### src/rtl/mmio_pkg.sv
// Shared decode constants for the MMIO console target: register offsets,
// access-size encoding, STATUS/CTRL bit positions and the internal register select.
package mmio_pkg;

    localparam logic [7:0] OFF_TXDATA      = 8'h00;
    localparam logic [7:0] OFF_STATUS      = 8'h04;
    localparam logic [7:0] OFF_CTRL        = 8'h08;
    localparam logic [7:0] OFF_MTIME_LO    = 8'h0C;
    localparam logic [7:0] OFF_MTIME_HI    = 8'h10;
    localparam logic [7:0] OFF_MTIMECMP_LO = 8'h14;
    localparam logic [7:0] OFF_MTIMECMP_HI = 8'h18;

    typedef enum logic [1:0] {
        SZ_BYTE = 2'd0,
        SZ_HALF = 2'd1,
        SZ_WORD = 2'd2,
        SZ_RSVD = 2'd3
    } size_e;

    localparam int ST_COUNT_W  = 7;
    localparam int ST_EMPTY    = 8;
    localparam int ST_FULL     = 9;
    localparam int ST_OVF      = 10;

    localparam int CTRL_TX_EN  = 0;
    localparam int CTRL_IRQ_EN = 1;

    typedef enum logic [2:0] {
        R_TXDATA,
        R_STATUS,
        R_CTRL,
        R_MTIME_LO,
        R_MTIME_HI,
        R_MTIMECMP_LO,
        R_MTIMECMP_HI,
        R_NONE
    } reg_e;

endpackage

### src/rtl/sync_fifo.sv
// Single-clock FIFO for the console TX path; power-of-two depth so the
// pointers wrap on natural overflow. A push into a full FIFO is taken only alongside a pop.
module sync_fifo #(
    parameter int DEPTH  = 8,
    parameter int DATA_W = 8
) (
    input  logic                   clk,
    input  logic                   rst_n,
    input  logic                   push,
    input  logic                   pop,
    input  logic [DATA_W-1:0]      wdata,
    output logic [DATA_W-1:0]      rdata,
    output logic [$clog2(DEPTH):0] count,
    output logic                   full,
    output logic                   empty
);

    localparam int AW = $clog2(DEPTH);

    logic [DATA_W-1:0] mem [DEPTH];
    logic [AW-1:0]     wr_ptr;
    logic [AW-1:0]     rd_ptr;
    logic              do_push;
    logic              do_pop;

    assign empty   = (count == '0);
    assign full    = (count == (AW+1)'(DEPTH));
    assign do_pop  = pop & ~empty;
    assign do_push = push & (~full | do_pop);
    assign rdata   = empty ? '0 : mem[rd_ptr];

    always_ff @(posedge clk or negedge rst_n) begin
        if (!rst_n) begin
            wr_ptr <= '0;
            rd_ptr <= '0;
            count  <= '0;
        end else begin
            if (do_push) wr_ptr <= wr_ptr + 1'b1;
            if (do_pop)  rd_ptr <= rd_ptr + 1'b1;
            case ({do_push, do_pop})
                2'b10:   count <= count + 1'b1;
                2'b01:   count <= count - 1'b1;
                default: count <= count;
            endcase
        end
    end

    // storage is data only; occupancy is tracked by the reset pointers/count
    always_ff @(posedge clk) begin
        if (do_push) mem[wr_ptr] <= wdata;
    end

endmodule

### src/rtl/mmio_console_target.sv
// MMIO console target: TX byte FIFO with drain handshake plus STATUS/CTRL registers.
// Define MMIO_TIMER_EN to add the 64-bit MTIME/MTIMECMP timer and its interrupt.
module mmio_console_target
    import mmio_pkg::*;
#(
    parameter int FIFO_DEPTH = 8,
    parameter int ADDR_W     = 8
) (
    input  logic              clk,
    input  logic              rst_n,
    input  logic              sel,
    input  logic              re,
    input  logic              we,
    input  logic [ADDR_W-1:0] daddr,
    input  logic [1:0]        dlen,
    input  logic [31:0]       din,
    output logic [31:0]       dout,
    output logic              ack,
    output logic              err,
    output logic              tx_valid,
    output logic [7:0]        tx_data,
    input  logic              tx_ready,
    output logic              irq
);

    localparam int CNT_W = $clog2(FIFO_DEPTH) + 1;

    logic              both;
    logic              acc;
    logic              bad;
    logic              wr_ok;
    logic              rd_ok;
    logic [ADDR_W-1:0] base;
    reg_e              rsel;
    logic [31:0]       rdata_p0;

    logic              ack_p1;
    logic              err_p1;
    logic [31:0]       dout_p1;

    logic              tx_en;
    logic              irq_en;
    logic              ovf;
    logic              push;
    logic              pop;
    logic [CNT_W-1:0]  fifo_count;
    logic              fifo_full;
    logic              fifo_empty;

    assign both  = sel & re & we;
    assign acc   = sel & (re ^ we);
    assign base  = {daddr[ADDR_W-1:2], 2'b00};

    always_comb begin
        rsel = R_NONE;
        case (base)
            ADDR_W'(OFF_TXDATA):      rsel = R_TXDATA;
            ADDR_W'(OFF_STATUS):      rsel = R_STATUS;
            ADDR_W'(OFF_CTRL):        rsel = R_CTRL;
`ifdef MMIO_TIMER_EN
            ADDR_W'(OFF_MTIME_LO):    rsel = R_MTIME_LO;
            ADDR_W'(OFF_MTIME_HI):    rsel = R_MTIME_HI;
            ADDR_W'(OFF_MTIMECMP_LO): rsel = R_MTIMECMP_LO;
            ADDR_W'(OFF_MTIMECMP_HI): rsel = R_MTIMECMP_HI;
`endif
            default:                  rsel = R_NONE;
        endcase
    end

    // TXDATA takes any size; every other register is word-only
    assign bad   = (dlen == SZ_RSVD) | (rsel == R_NONE)
                 | ((rsel != R_TXDATA) & (dlen != SZ_WORD))
                 | ((dlen == SZ_WORD) & (daddr[1:0] != 2'b00));
    assign wr_ok = acc & ~bad & we;
    assign rd_ok = acc & ~bad & re;

    assign push     = wr_ok & (rsel == R_TXDATA);
    assign tx_valid = tx_en & ~fifo_empty;
    assign pop      = tx_valid & tx_ready;

    sync_fifo #(
        .DEPTH  (FIFO_DEPTH),
        .DATA_W (8)
    ) u_fifo (
        .clk   (clk),
        .rst_n (rst_n),
        .push  (push),
        .pop   (pop),
        .wdata (din[7:0]),
        .rdata (tx_data),
        .count (fifo_count),
        .full  (fifo_full),
        .empty (fifo_empty)
    );

    always_ff @(posedge clk or negedge rst_n) begin
        if (!rst_n) begin
            tx_en <= 1'b0;
            ovf   <= 1'b0;
        end else begin
            if (wr_ok && rsel == R_CTRL) tx_en <= din[CTRL_TX_EN];
            if (push && fifo_full && !pop) ovf <= 1'b1;
            else if (wr_ok && rsel == R_STATUS && din[ST_OVF]) ovf <= 1'b0;
        end
    end

`ifdef MMIO_TIMER_EN
    logic [63:0] mtime;
    logic [63:0] mtimecmp;
    logic [63:0] mtime_nx;
    logic        irq_q;

    // a half-write overrides only its own half of this cycle's increment
    always_comb begin
        mtime_nx = mtime + 64'd1;
        if (wr_ok && rsel == R_MTIME_LO) mtime_nx[31:0]  = din;
        if (wr_ok && rsel == R_MTIME_HI) mtime_nx[63:32] = din;
    end

    always_ff @(posedge clk or negedge rst_n) begin
        if (!rst_n) begin
            irq_en   <= 1'b0;
            mtime    <= '0;
            mtimecmp <= '1;
            irq_q    <= 1'b0;
        end else begin
            if (wr_ok && rsel == R_CTRL)        irq_en          <= din[CTRL_IRQ_EN];
            if (wr_ok && rsel == R_MTIMECMP_LO) mtimecmp[31:0]  <= din;
            if (wr_ok && rsel == R_MTIMECMP_HI) mtimecmp[63:32] <= din;
            mtime <= mtime_nx;
            irq_q <= irq_en & (mtime >= mtimecmp);
        end
    end

    assign irq = irq_q;
`else
    logic unused_bits;

    assign irq_en      = 1'b0;
    assign irq         = 1'b0;
    assign unused_bits = ^{din[31:11], din[9:8]};
`endif

    always_comb begin
        rdata_p0 = '0;
        if (rd_ok) begin
            case (rsel)
                R_STATUS: begin
                    rdata_p0[ST_COUNT_W-1:0] = ST_COUNT_W'(fifo_count);
                    rdata_p0[ST_EMPTY]       = fifo_empty;
                    rdata_p0[ST_FULL]        = fifo_full;
                    rdata_p0[ST_OVF]         = ovf;
                end
                R_CTRL: begin
                    rdata_p0[CTRL_TX_EN]  = tx_en;
                    rdata_p0[CTRL_IRQ_EN] = irq_en;
                end
`ifdef MMIO_TIMER_EN
                R_MTIME_LO:    rdata_p0 = mtime[31:0];
                R_MTIME_HI:    rdata_p0 = mtime[63:32];
                R_MTIMECMP_LO: rdata_p0 = mtimecmp[31:0];
                R_MTIMECMP_HI: rdata_p0 = mtimecmp[63:32];
`endif
                default:       rdata_p0 = '0;
            endcase
        end
    end

    // ---- p0 -> p1: response stage; only the strobe is reset, payload is gated by it
    always_ff @(posedge clk or negedge rst_n) begin
        if (!rst_n) ack_p1 <= 1'b0;
        else        ack_p1 <= acc | both;
    end

    always_ff @(posedge clk) begin
        err_p1  <= both | (acc & bad);
        dout_p1 <= rdata_p0;
    end

    assign ack  = ack_p1;
    assign err  = ack_p1 & err_p1;
    assign dout = ack_p1 ? dout_p1 : 32'd0;

endmodule
### config.mk
export PLATFORM = sky130hd
export DESIGN_NAME = mmio_console_target
export DESIGN_NICKNAME = d
export VERILOG_FILES = /design/src/rtl/mmio_pkg.sv /design/src/rtl/sync_fifo.sv /design/src/rtl/mmio_console_target.sv
export SDC_FILE = /design/constraint.sdc
export NUM_CORES = 1
export LEC_CHECK = 0
export BUFFER_PORTS_ARGS = -buffer_cell sky130_fd_sc_hd__buf_4
export CORE_ASPECT_RATIO = 1.25
export CORE_MARGIN = 2
export CORE_UTILIZATION = 30
export DETAILED_ROUTE_END_ITERATION = 8
export MAX_ROUTING_LAYER = met4
export PLACE_DENSITY_LB_ADDON = 0.3
export SLEW_MARGIN = 20
export SYNTH_ARGS = -nofsm -noshare
export SYNTH_HDL_FRONTEND = slang
export SYNTH_SLANG_ARGS = --single-unit
### constraint.sdc
create_clock -name clk -period 3.6 [get_ports clk]
set_input_delay 0.18 -clock clk [delete_from_list [all_inputs] [get_ports clk]]
set_output_delay 0.18 -clock clk [all_outputs]
set_load 0.005 [all_outputs]
== Word-level counts from Yosys, hierarchy flattened ==
Memory sizes are Yosys's and may differ from the RTL's.
Index checks and enable logic that the tools add are counted.

* Add/subtract/negate cells: 4
* Eq/ne operators: 11
* Muxes and demuxes: 9
* Bitwise operators: 25
* Reduce and logical (&&, ||, !) cells: 14

{| class="wikitable"
|+ Operators by type and width
! operator !! number
|-
| 2-to-1 mux 32 bit || 1
|-
| bitwise AND 1 bit || 15
|-
| one-hot mux 3 bit (3 select lines) || 1
|-
| logical NOT 8 bit || 1
|-
| 2-to-1 mux 8 bit || 1
|-
| one-hot mux 4 bit (2 select lines) || 1
|-
| adder 3 x 1 -> 3 bit (second input constant) || 2
|-
| equality test 2 bit (second input constant) || 3
|-
| equality test 6 x 1 -> 1 bit (second input constant) || 1
|-
| equality test 6 x 2 -> 1 bit (second input constant) || 1
|-
| OR 1 bit || 6
|-
| nonzero test 2 bit || 3
|-
| logical AND 1 bit || 5
|-
| adder 4 x 1 -> 4 bit (second input constant) || 1
|-
| equality test 4 bit (second input constant) || 1
|-
| logical NOT 4 bit || 1
|-
| 2-to-1 mux 1 bit || 4
|-
| one-hot mux 2 bit (2 select lines) || 1
|-
| subtractor 4 x 1 -> 4 bit (second input constant) || 1
|-
| equality test 3 x 1 -> 1 bit (second input constant) || 1
|-
| equality test 3 x 2 -> 1 bit (second input constant) || 1
|-
| equality test 3 bit (second input constant) || 1
|-
| logical NOT 3 bit || 1
|-
| inverter 1 bit || 3
|-
| 6 further kinds || 6
|}

* Bits in registers: 46
* Memory bits (writable): 64
* Input port bits: 48
* Output and inout port bits: 44
* Word-level logic and storage cells: 74
* Memories: 1

{| class="wikitable"
|+ Memory list
! name !! words !! width !! read ports !! clocked after memory_dff !! write ports !! line !! text
|-
| u_fifo.mem || 8 || 8 || 1 || 0 || 1 || sync_fifo.sv:20 || <nowiki>logic [DATA_W-1:0] mem [DEPTH];</nowiki>
|}

== Longest topological paths before layout ==
Gate-level depths: netlist of the first run.

* Depth in word-level cells: 13
* Depth in mapped cells: 13
* Depth with buffers taken out: 13

== Cells and area by module ==
Synthesis of the first run repeated with hierarchy kept, for this count alone.

* Cells, all modules: 265
* Area total of the unflattened synthesis: 3,922.5 µm²

{| class="wikitable"
|+ Modules (own cells, without submodules)
! module !! instances !! cells each !! area an instance (µm²) !! seq. area each (µm²)
|-
| sync_fifo || 1 || 172 || 3,106.7 || 2,172.1
|-
| mmio_console_target || 1 || 93 || 815.8 || 235.2
|}

== Worst setup path after synthesis of the first run ==
OpenSTA, ideal clock, no wires.

* Kind: input -> register
* From: in daddr[5]
* To: mem u_fifo.mem[0][0] (enable)
* Setup time: 0.395 ns
* Arrival: 2.794 ns
* Slack: 0.411 ns
* Stages: 7
* Buffers on the path: 0
* Cells stage by stage: or4_4 or3b_2 ha_1 o31a_1 nor3_4 nand2_1 nor4_1

* Longest elaborated chain between the ends: 13
* Elaborated cells on any way between the ends: 18

{| class="wikitable"
|+ Ends and longest elaborated chain
! element !! line !! text
|-
| start: declaration || mmio_console_target.sv:14 || <nowiki>input logic [ADDR_W-1:0] daddr,</nowiki>
|-
| equality test 6 x 2 -> 1 bit (tied with other cells) || mmio_console_target.sv:56 || <nowiki>case (base)</nowiki>
|-
| one-hot mux 3 bit (3 select lines) (*) || mmio_console_target.sv:56 ||
|-
| equality test 3 bit or nonzero test 3 bit (tied branches) || mmio_console_target.sv:71, mmio_console_target.sv:72 ||
|-
| OR 1 bit or bitwise AND 1 bit (tied branches) || mmio_console_target.sv:71, mmio_console_target.sv:72 ||
|-
| OR 1 bit || mmio_console_target.sv:72 || <nowiki>| ((rsel != R_TXDATA) & (dlen != SZ_WORD))</nowiki>
|-
| OR 1 bit || mmio_console_target.sv:73 || <nowiki>| ((dlen == SZ_WORD) & (daddr[1:0] != 2'b00));</nowiki>
|-
| inverter 1 bit || mmio_console_target.sv:74 || <nowiki>assign wr_ok = acc & ~bad & we;</nowiki>
|-
| bitwise AND 1 bit (2 in series) || mmio_console_target.sv:74 ||
|-
| bitwise AND 1 bit (*) || mmio_console_target.sv:77 || <nowiki>assign push = wr_ok & (rsel == R_TXDATA);</nowiki>
|-
| bitwise AND 1 bit (*) || sync_fifo.sv:29 || <nowiki>assign do_push = push & (~full | do_pop);</nowiki>
|-
| 2-to-1 mux 1 bit (*) || sync_fifo.sv:50 || <nowiki>if (do_push) mem[wr_ptr] <= wdata;</nowiki>
|-
| 2-to-1 mux 1 bit (implied by the code) (*) || sync_fifo.sv:50 ||
|-
| end: declaration || sync_fifo.sv:20 ||
|}

Mark *: on every way between the ends. The rest lies on a longest branch, timed or not.

== Final worst setup path of the first run ==
* From: in daddr[5]
* To: reg u_fifo.count[3]

* Longest elaborated chain between the ends: 13
* Elaborated cells on any way between the ends: 20

{| class="wikitable"
|+ Ends and longest elaborated chain
! element !! line !! text
|-
| equality test 6 x 2 -> 1 bit (tied with other cells) || mmio_console_target.sv:56 ||
|-
| one-hot mux 3 bit (3 select lines) (*) || mmio_console_target.sv:56 ||
|-
| equality test 3 bit or nonzero test 3 bit (tied branches) || mmio_console_target.sv:71, mmio_console_target.sv:72 ||
|-
| OR 1 bit or bitwise AND 1 bit (tied branches) || mmio_console_target.sv:71, mmio_console_target.sv:72 ||
|-
| OR 1 bit || mmio_console_target.sv:72 ||
|-
| OR 1 bit || mmio_console_target.sv:73 ||
|-
| inverter 1 bit || mmio_console_target.sv:74 ||
|-
| bitwise AND 1 bit (2 in series) || mmio_console_target.sv:74 ||
|-
| bitwise AND 1 bit (*) || mmio_console_target.sv:77 ||
|-
| bitwise AND 1 bit (*) || sync_fifo.sv:29 ||
|-
| equality test 2 x 1 -> 1 bit or equality test 2 bit (tied branches) || sync_fifo.sv:40 || <nowiki>case ({do_push, do_pop})</nowiki>
|-
| one-hot mux 4 bit (2 select lines) or nonzero test 2 bit (tied branches) || - ||
|-
| end signal: assignment || sync_fifo.sv:41 || <nowiki>2'b10: count <= count + 1'b1;</nowiki>
|-
| end signal: assignment || sync_fifo.sv:42 || <nowiki>2'b01: count <= count - 1'b1;</nowiki>
|-
| end signal: assignment || sync_fifo.sv:43 || <nowiki>default: count <= count;</nowiki>
|-
| end: declaration || sync_fifo.sv:13 || <nowiki>output logic [$clog2(DEPTH):0] count,</nowiki>
|}

Marked as above.
A chain may end at the register's enable or synchronous reset.

==> flow_metrics.py, run 1 <==
metrics = {
    "synthesis": {
        "synth_largest_area_cell": "edfxtp_1",
        "synth_area_leaders": "edfxtp_1 (50%), mux4_2 (9.5%), dfrtp_1 (8.5%), buf_4 (5.1%), dfxtp_1 (4.2%)",
        "synth_top_flop_cell": "edfxtp_1",
        "ys_warn_count": 0,
        "syn_avg_cell_area_um2": 15.2,
        "ys_types": 44,
        "netlist_area_um2": 3810,
        "ys_seq_area_share_pct": 63.2,
        "synth-seq-cells": 85,
        "synth_edf_count": 64,
        "synth_top_area_share_pct": 50.4,
        "synth_cells": 250,
        "ys_async_sr_fraction_pct": 15.3,
    },
    "floorplan": {
        "dieWidth_um": 105,
        "start_util_pct": 30.4,
        "die-area_um2": 13600,
        "ioPinCount": 92,
        "coreArea_um2": 12500,
        "die_y_um": 130,
        "rows": 46,
    },
    "detailed_routing": {
        "vias": 2091,
        "route.antenna.remaining_nets": 0,
        "dr.pass1.iters": 4,
        "wire_per_inst_um": 15.0,
        "route.detailed.drc": 0,
        "routed_wl_um": 7200,
        "viasPerCell": 4.35,
        "drtIter0Drc": 106,
    },
    "clock_network": {
        "cts_resized": 0,
        "cts_tree": "built",
        "numCtsBuffers": 9,
        "cts_root_buffer": "clkbuf_16",
        "path_clk_slew_ns": 0.06,
        "clk_latency_ns": 0.33,
        "clockBufferDepth": 2,
        "htreeDepth": 3,
        "cts.sinks": 85,
    },
    "worst_hold_path": {
        "hp-start": "din[1]",
        "hold_path_class": "in2reg",
        "min_path_cells": 1,
        "whs_endpoint": "u_fifo.mem[3][1]",
    },
    "global_route": {
        "antenna_found_initial": 0,
        "grt_max_degree": 19,
        "grt_pass1_wl_um": 11200,
        "grt_pass1_vias": 2143,
        "grt_overflow": 0,
        "grt_usage_pct": 11.6,
    },
    "sta": {
        "worst_slew_pin_slew_ns": 0.813,
        "skew_ns": 0.00335,
        "fin_crit_ns": 3.15,
        "relSlewSlack_pct": 45.8,
        "fmax_mhz": 318,
        "grt_setup_unrepaired": "false",
        "drv_slew": 0,
        "setup_violations": 0,
        "timing.final.crit_share_pct": 87.4,
        "final_hold_viol_count": 0,
        "tns_ns": 0,
    },
    "flow_run": {
        "maxCapViolations": 0,
    },
    "cells_and_area": {
        "utilization_pct": 36.7,
        "stdcell_count": 481,
        "fillCellCount": 1226,
        "seqCellArea_um2": 2410,
        "area_delta_synth_final_pct": 20.7,
        "diodes": 0,
        "num-nets-final": 364,
        "multi_input_area_um2": 1240,
        "layout-drive-gt1-share_pct": 31.6,
    },
    "setup_path": {
        "cp.arrival_ns": 3.35,
        "r2r_cells": 10,
        "r2r_end": "u_fifo.count[3]",
        "reg2reg_slack_ns": 1.03,
        "critPathCaptureType": "register",
        "crit_type": "in2reg",
        "r2r_start": "u_fifo.count[0]",
        "worstPathRequired_ns": 3.80,
        "startpoint_type": "input port",
        "worstPathMaxFanout": 5,
    },
    "placement": {
        "dp_hpwl_um": 4770,
        "place_congestion": 0.779,
        "io_buffers": 42,
        "placed_cells": 464,
    },
    "pwr": {
        "total_power_w": 0.00211,
        "irDropWorstVdd_uv": 318,
        "p_leak_nw": 1.72,
        "power_density_nw_per_um2": 458,
    },
    "outcome": {
        "status": "completed",
    },
}
==> critical path, stage by stage <==
cell,delay (ns)
buf_4,0.11
or4_4,0.55
or3b_2,0.52
ha_1,0.20
o31a_1,0.12
or3_2,0.46
nand2_1,0.13
inv_1,0.09
ha_1,0.28
a21o_1,0.17
a21oi_1,0.28
a211o_1,0.16
o2111ai_1,0.10
==> cell families after synthesis <==
family	synth area share [%]
AO/OA/AOI/OAI	2.07
XOR/XNOR	1.61
adder cells (fa/ha/maj)	2.82
buffers and inverters	6.73
flip-flops	63.2
multiplexers	13.3
other	0.0984
AND/OR/NAND/NOR	10.2
==> report_power, final <==
part / total (W) / leakage [nW] / internal (W) / switching (W)
clock: 0.000915 / 0.150 / 0.000540 / 0.000375
sequential: 0.00108 / 0.813 / 0.00106 / 0.0000147
combinational: 0.000113 / 0.758 / 0.0000557 / 0.0000570
total: 0.00211 / 1.72 / 0.00166 / 0.000446
==> stage by stage <==
step,setup WS (ns),hold WS (ns),area [um^2]
global route,0.283,0.0742,4600
detailed placement,0.126,0.0386,4290
floorplan,0.411,-0.116,3900
CTS,0.473,0.0646,4600
finish,0.453,0.0765,4600
global placement,0.162,0.0403,4290
==> worst max path at each step <==
stage              from                to
2_1_floorplan  daddr[5]  u_fifo.mem[0][0]
3_3_place_gp   daddr[5]   u_fifo.count[3]
3_5_place_dp   daddr[5]   u_fifo.count[3]
4_1_cts        daddr[5]   u_fifo.count[3]
5_1_grt        daddr[5]   u_fifo.count[3]
6_report       daddr[5]   u_fifo.count[3]
==> per-layer routing <==
layer  GRT usage (%)  share of wire, %  vias up
met1            12.6                43     1014
met3            3.10               4.5       14
met5               -                 0        -
met2            19.6                50       69
met4            5.88               2.4        0
li1                -                 -      994
==> cells in the mapped netlist (2+ instances only) <==
cell type  count
or3b_2         3
ha_1           7
nand2b_1       2
clkbuf_1       3
mux2_2         4
buf_1          2
and2_1        10
buf_4         26
o21ai_1        2
a21o_1         2
mux4_2        16
edfxtp_1      64
nand4_1        2
mux2i_1       10
nand3_1        5
dfrtp_1       13
xnor2_1        6
nor3_1         9
inv_1          7
dfxtp_1        8
nand2_1       10
nor2_1        17
==> registers in the layout, summed over array words and instances, names as in the netlist <==
| register | cells |
|---|---|
| ack | 1 |
| dout_p1 | 7 |
| u_fifo.mem | 64 |
| tx_en | 1 |
| ovf | 1 |
| u_fifo.count | 4 |
| u_fifo.rd_ptr | 3 |
| err_p1 | 1 |
| u_fifo.wr_ptr | 3 |
==> layout by cell type (no fill, tap or decap), drive strengths merged, types with 2 or more instances in the layout <==
master  netlist  layout
nand2        10      10
nor4          2       2
conb          1      26
nor3         11      11
and2         10      10
ha            7       7
inv           7       8
nand3         5       5
edfxtp       64      64
dfrtp        13      13
clkbuf        3       9
buf          30      54
mux4         16      16
xnor2         6       6
nand4         2       2
or3           2       2
o21ai         2       2
clkinv        0       5
nand2b        2       2
a21o          2       2
or4           2       2
or3b          3       3
nor2         18      18
dfxtp         8       8
mux2          4       4
mux2i        10      10
==> timing repair <==
item                                   CTS  global route
setup buffers                            0             0
endpoints found under the hold margin   13             0
hold buffers                             1             0
==> layout make-up <==
| class | instances | area share [%] |
|---|---|---|
| multi-input combinational | 150 | 27.0 |
| clock inverter | 7 | 1.63 |
| tap | 168 | 4.57 |
| inverter | 7 | 0.571 |
| sequential | 85 | 52.3 |
| clock buffer | 9 | 4.90 |
| timing repair buffer | 55 | 9.03 |
(Power assumes the default switching activity.)
==> run 2: changes to the inputs <==
Settings changed: CORE_ASPECT_RATIO 1.25 to 0.8.
==> flow_metrics.py, run 2 (synthesis gave the netlist of run 1 again) <==
metrics = {
    "outcome": {
        "status": "completed",
    },
    "detailed_routing": {
        "viasPerCell": 4.33,
        "wl_met3_um": 435,
        "wl_met1_um": 3180,
        "routed.top_layer": "met4",
        "route.detailed.drc": 0,
        "dr.pass1.iters": 4,
        "route.antenna.remaining_nets": 0,
        "vias": 2090,
        "routed_wl_um": 7060,
        "wire_per_inst_um": 14.6,
        "dr_wl_met2_um": 3280,
        "drtIter0Drc": 136,
    },
    "placement": {
        "detailedPlace.worstSlack_ns": 0.0849,
        "dp_hpwl_um": 4910,
        "io_buffers": 42,
        "placed_area_um2": 4290,
        "place_congestion": 0.812,
    },
    "sta": {
        "whs_ns": 0.0762,
        "timing.final.crit_share_pct": 88.2,
        "grt_setup_unrepaired": "false",
        "skew_ns": 0.00476,
        "relSlewSlack_pct": 45.1,
        "fmax_mhz": 315,
        "setup_violations": 0,
        "worst_slack_ns": 0.426,
        "fin_crit_ns": 3.17,
        "drv_slew": 0,
        "worst_slew_pin_slew_ns": 0.824,
        "tns_ns": 0,
        "final_hold_viol_count": 0,
    },
    "cells_and_area": {
        "largest_reg_flops": 64,
        "area_delta_synth_final_pct": 20.8,
        "reg.largest.list": "u_fifo.mem (64), dout_p1 (7), u_fifo.count (4)",
        "num-nets-final": 363,
        "fillCellCount": 1152,
        "layout-drive-gt1-share_pct": 30.4,
        "top_register": "u_fifo.mem",
        "mostFrequentLayoutCell": "edfxtp_1",
        "layout_common_cells": "edfxtp_1 (64), buf_4 (53), conb_1 (26)",
        "stdcell_area_um2": 4600,
        "diodes": 0,
    },
    "global_route": {
        "grt_usage_pct": 11.8,
        "grt_overflow": 0,
        "antenna_found_initial": 0,
        "grt_max_degree": 19,
        "grt_pass1_wl_um": 11500,
        "grt_pass1_vias": 2125,
    },
    "setup_path": {
        "worstPathMaxFanout": 5,
        "crit_type": "in2reg",
        "r2r_start": "u_fifo.count[0]",
        "startpoint": "daddr[5]",
        "r2r_end": "u_fifo.count[3]",
        "startpoint_type": "input port",
        "reg2reg_slack_ns": 0.79,
        "r2r_cells": 12,
        "critPathCaptureType": "register",
        "crit_path_end": "u_fifo.count[3]",
        "cp.arrival_ns": 3.38,
        "worstPathRequired_ns": 3.80,
    },
    "clock_network": {
        "cts.sinks": 85,
        "cts_setup_buffers": 0,
        "clockBufferDepth": 2,
        "cts_tree": "built",
        "cts_resized": 0,
        "cts_root_buffer": "clkbuf_16",
        "numCtsBuffers": 9,
        "path_clk_slew_ns": 0.06,
        "clk_latency_ns": 0.34,
        "htreeDepth": 3,
    },
    "pwr": {
        "power_density_nw_per_um2": 460,
        "p_leak_nw": 1.71,
        "irDropWorstVdd_uv": 203,
    },
    "floorplan": {
        "dieWidth_um": 130,
        "rows": 36,
        "ioPinCount": 92,
        "die_y_um": 105,
        "coreArea_um2": 12300,
        "die-area_um2": 13600,
        "start_util_pct": 31.0,
    },
    "flow_run": {
        "maxCapViolations": 0,
    },
    "worst_hold_path": {
        "hold_path_class": "in2reg",
    },
}
[run 2: cell types whose count changed in the layout (fill, tap and decap cells not counted), sizes merged]
| cell | change |
|---|---|
| buf | -1 |
| inv | -1 |
| clkinv | -3 |
| clkbuf | +4 |
[run 2: layer usage]
metal,track usage (%),vias to the layer above
li1,-,993
met1,15.2,1021
met2,17.4,66
met3,3.99,10
met4,4.38,0
met5,-,-
[run 2: worst min-delay path by stage]
stage          startpoint                to  slack, ns  cells past startpoint
2_1_floorplan       rst_n               ack      -0.12                      0
3_3_place_gp        rst_n  u_fifo.wr_ptr[1]       0.05                      1
3_5_place_dp        rst_n  u_fifo.wr_ptr[0]       0.05                      1
4_1_cts            din[5]  u_fifo.mem[2][5]       0.06                      1
5_1_grt            din[5]  u_fifo.mem[3][5]       0.07                      1
6_report           din[2]  u_fifo.mem[0][2]       0.08                      1
[run 2: power breakdown]
group / leakage [nW] / switching (W) / internal, W
registers: 0.813 / 0.0000150 / 0.00106
clock network: 0.149 / 0.000348 / 0.000580
logic: 0.753 / 0.0000561 / 0.0000556
total: 1.71 / 0.000419 / 0.00170
[run 2: through the flow]
stage                     power (W)  util [%]  instances
final                       0.00212      37.4        483
after global routing        0.00220      37.4        483
after CTS                   0.00215      37.4        483
after detailed placement    0.00121      34.8        466
after global placement      0.00121      34.8        466
after floorplan             0.00118         -        275
[run 2: what timing repair did]
action / CTS / global route
setup endpoints to repair: 0 / 0
hold endpoints to repair: 13 / 0
hold buffers: 1 / 0
[run 2: cell type report]
cell class                      instances  area [um^2]  share of cell area, %
Clock buffer                           13          262                   5.68
Timing Repair Buffer                   54          408                   8.87
Inverter                                7         26.3                  0.571
Sequential cell                        85         2410                   52.3
Multi-Input combinational cell        150         1240                   27.0
Clock inverter                          3         43.8                  0.952
Tap cell                              171          214                   4.65
[run 2: critical path, cell delays in order]
cell and delay [ns]:
buf_4 0.11, or4_4 0.55, or3b_2 0.51, ha_1 0.20
o31a_1 0.11, or3_2 0.46, nand2_1 0.13, inv_1 0.09
ha_1 0.28, a21o_1 0.17, a21oi_1 0.32, nor2_1 0.07
nand3_1 0.09, o2111ai_1 0.10
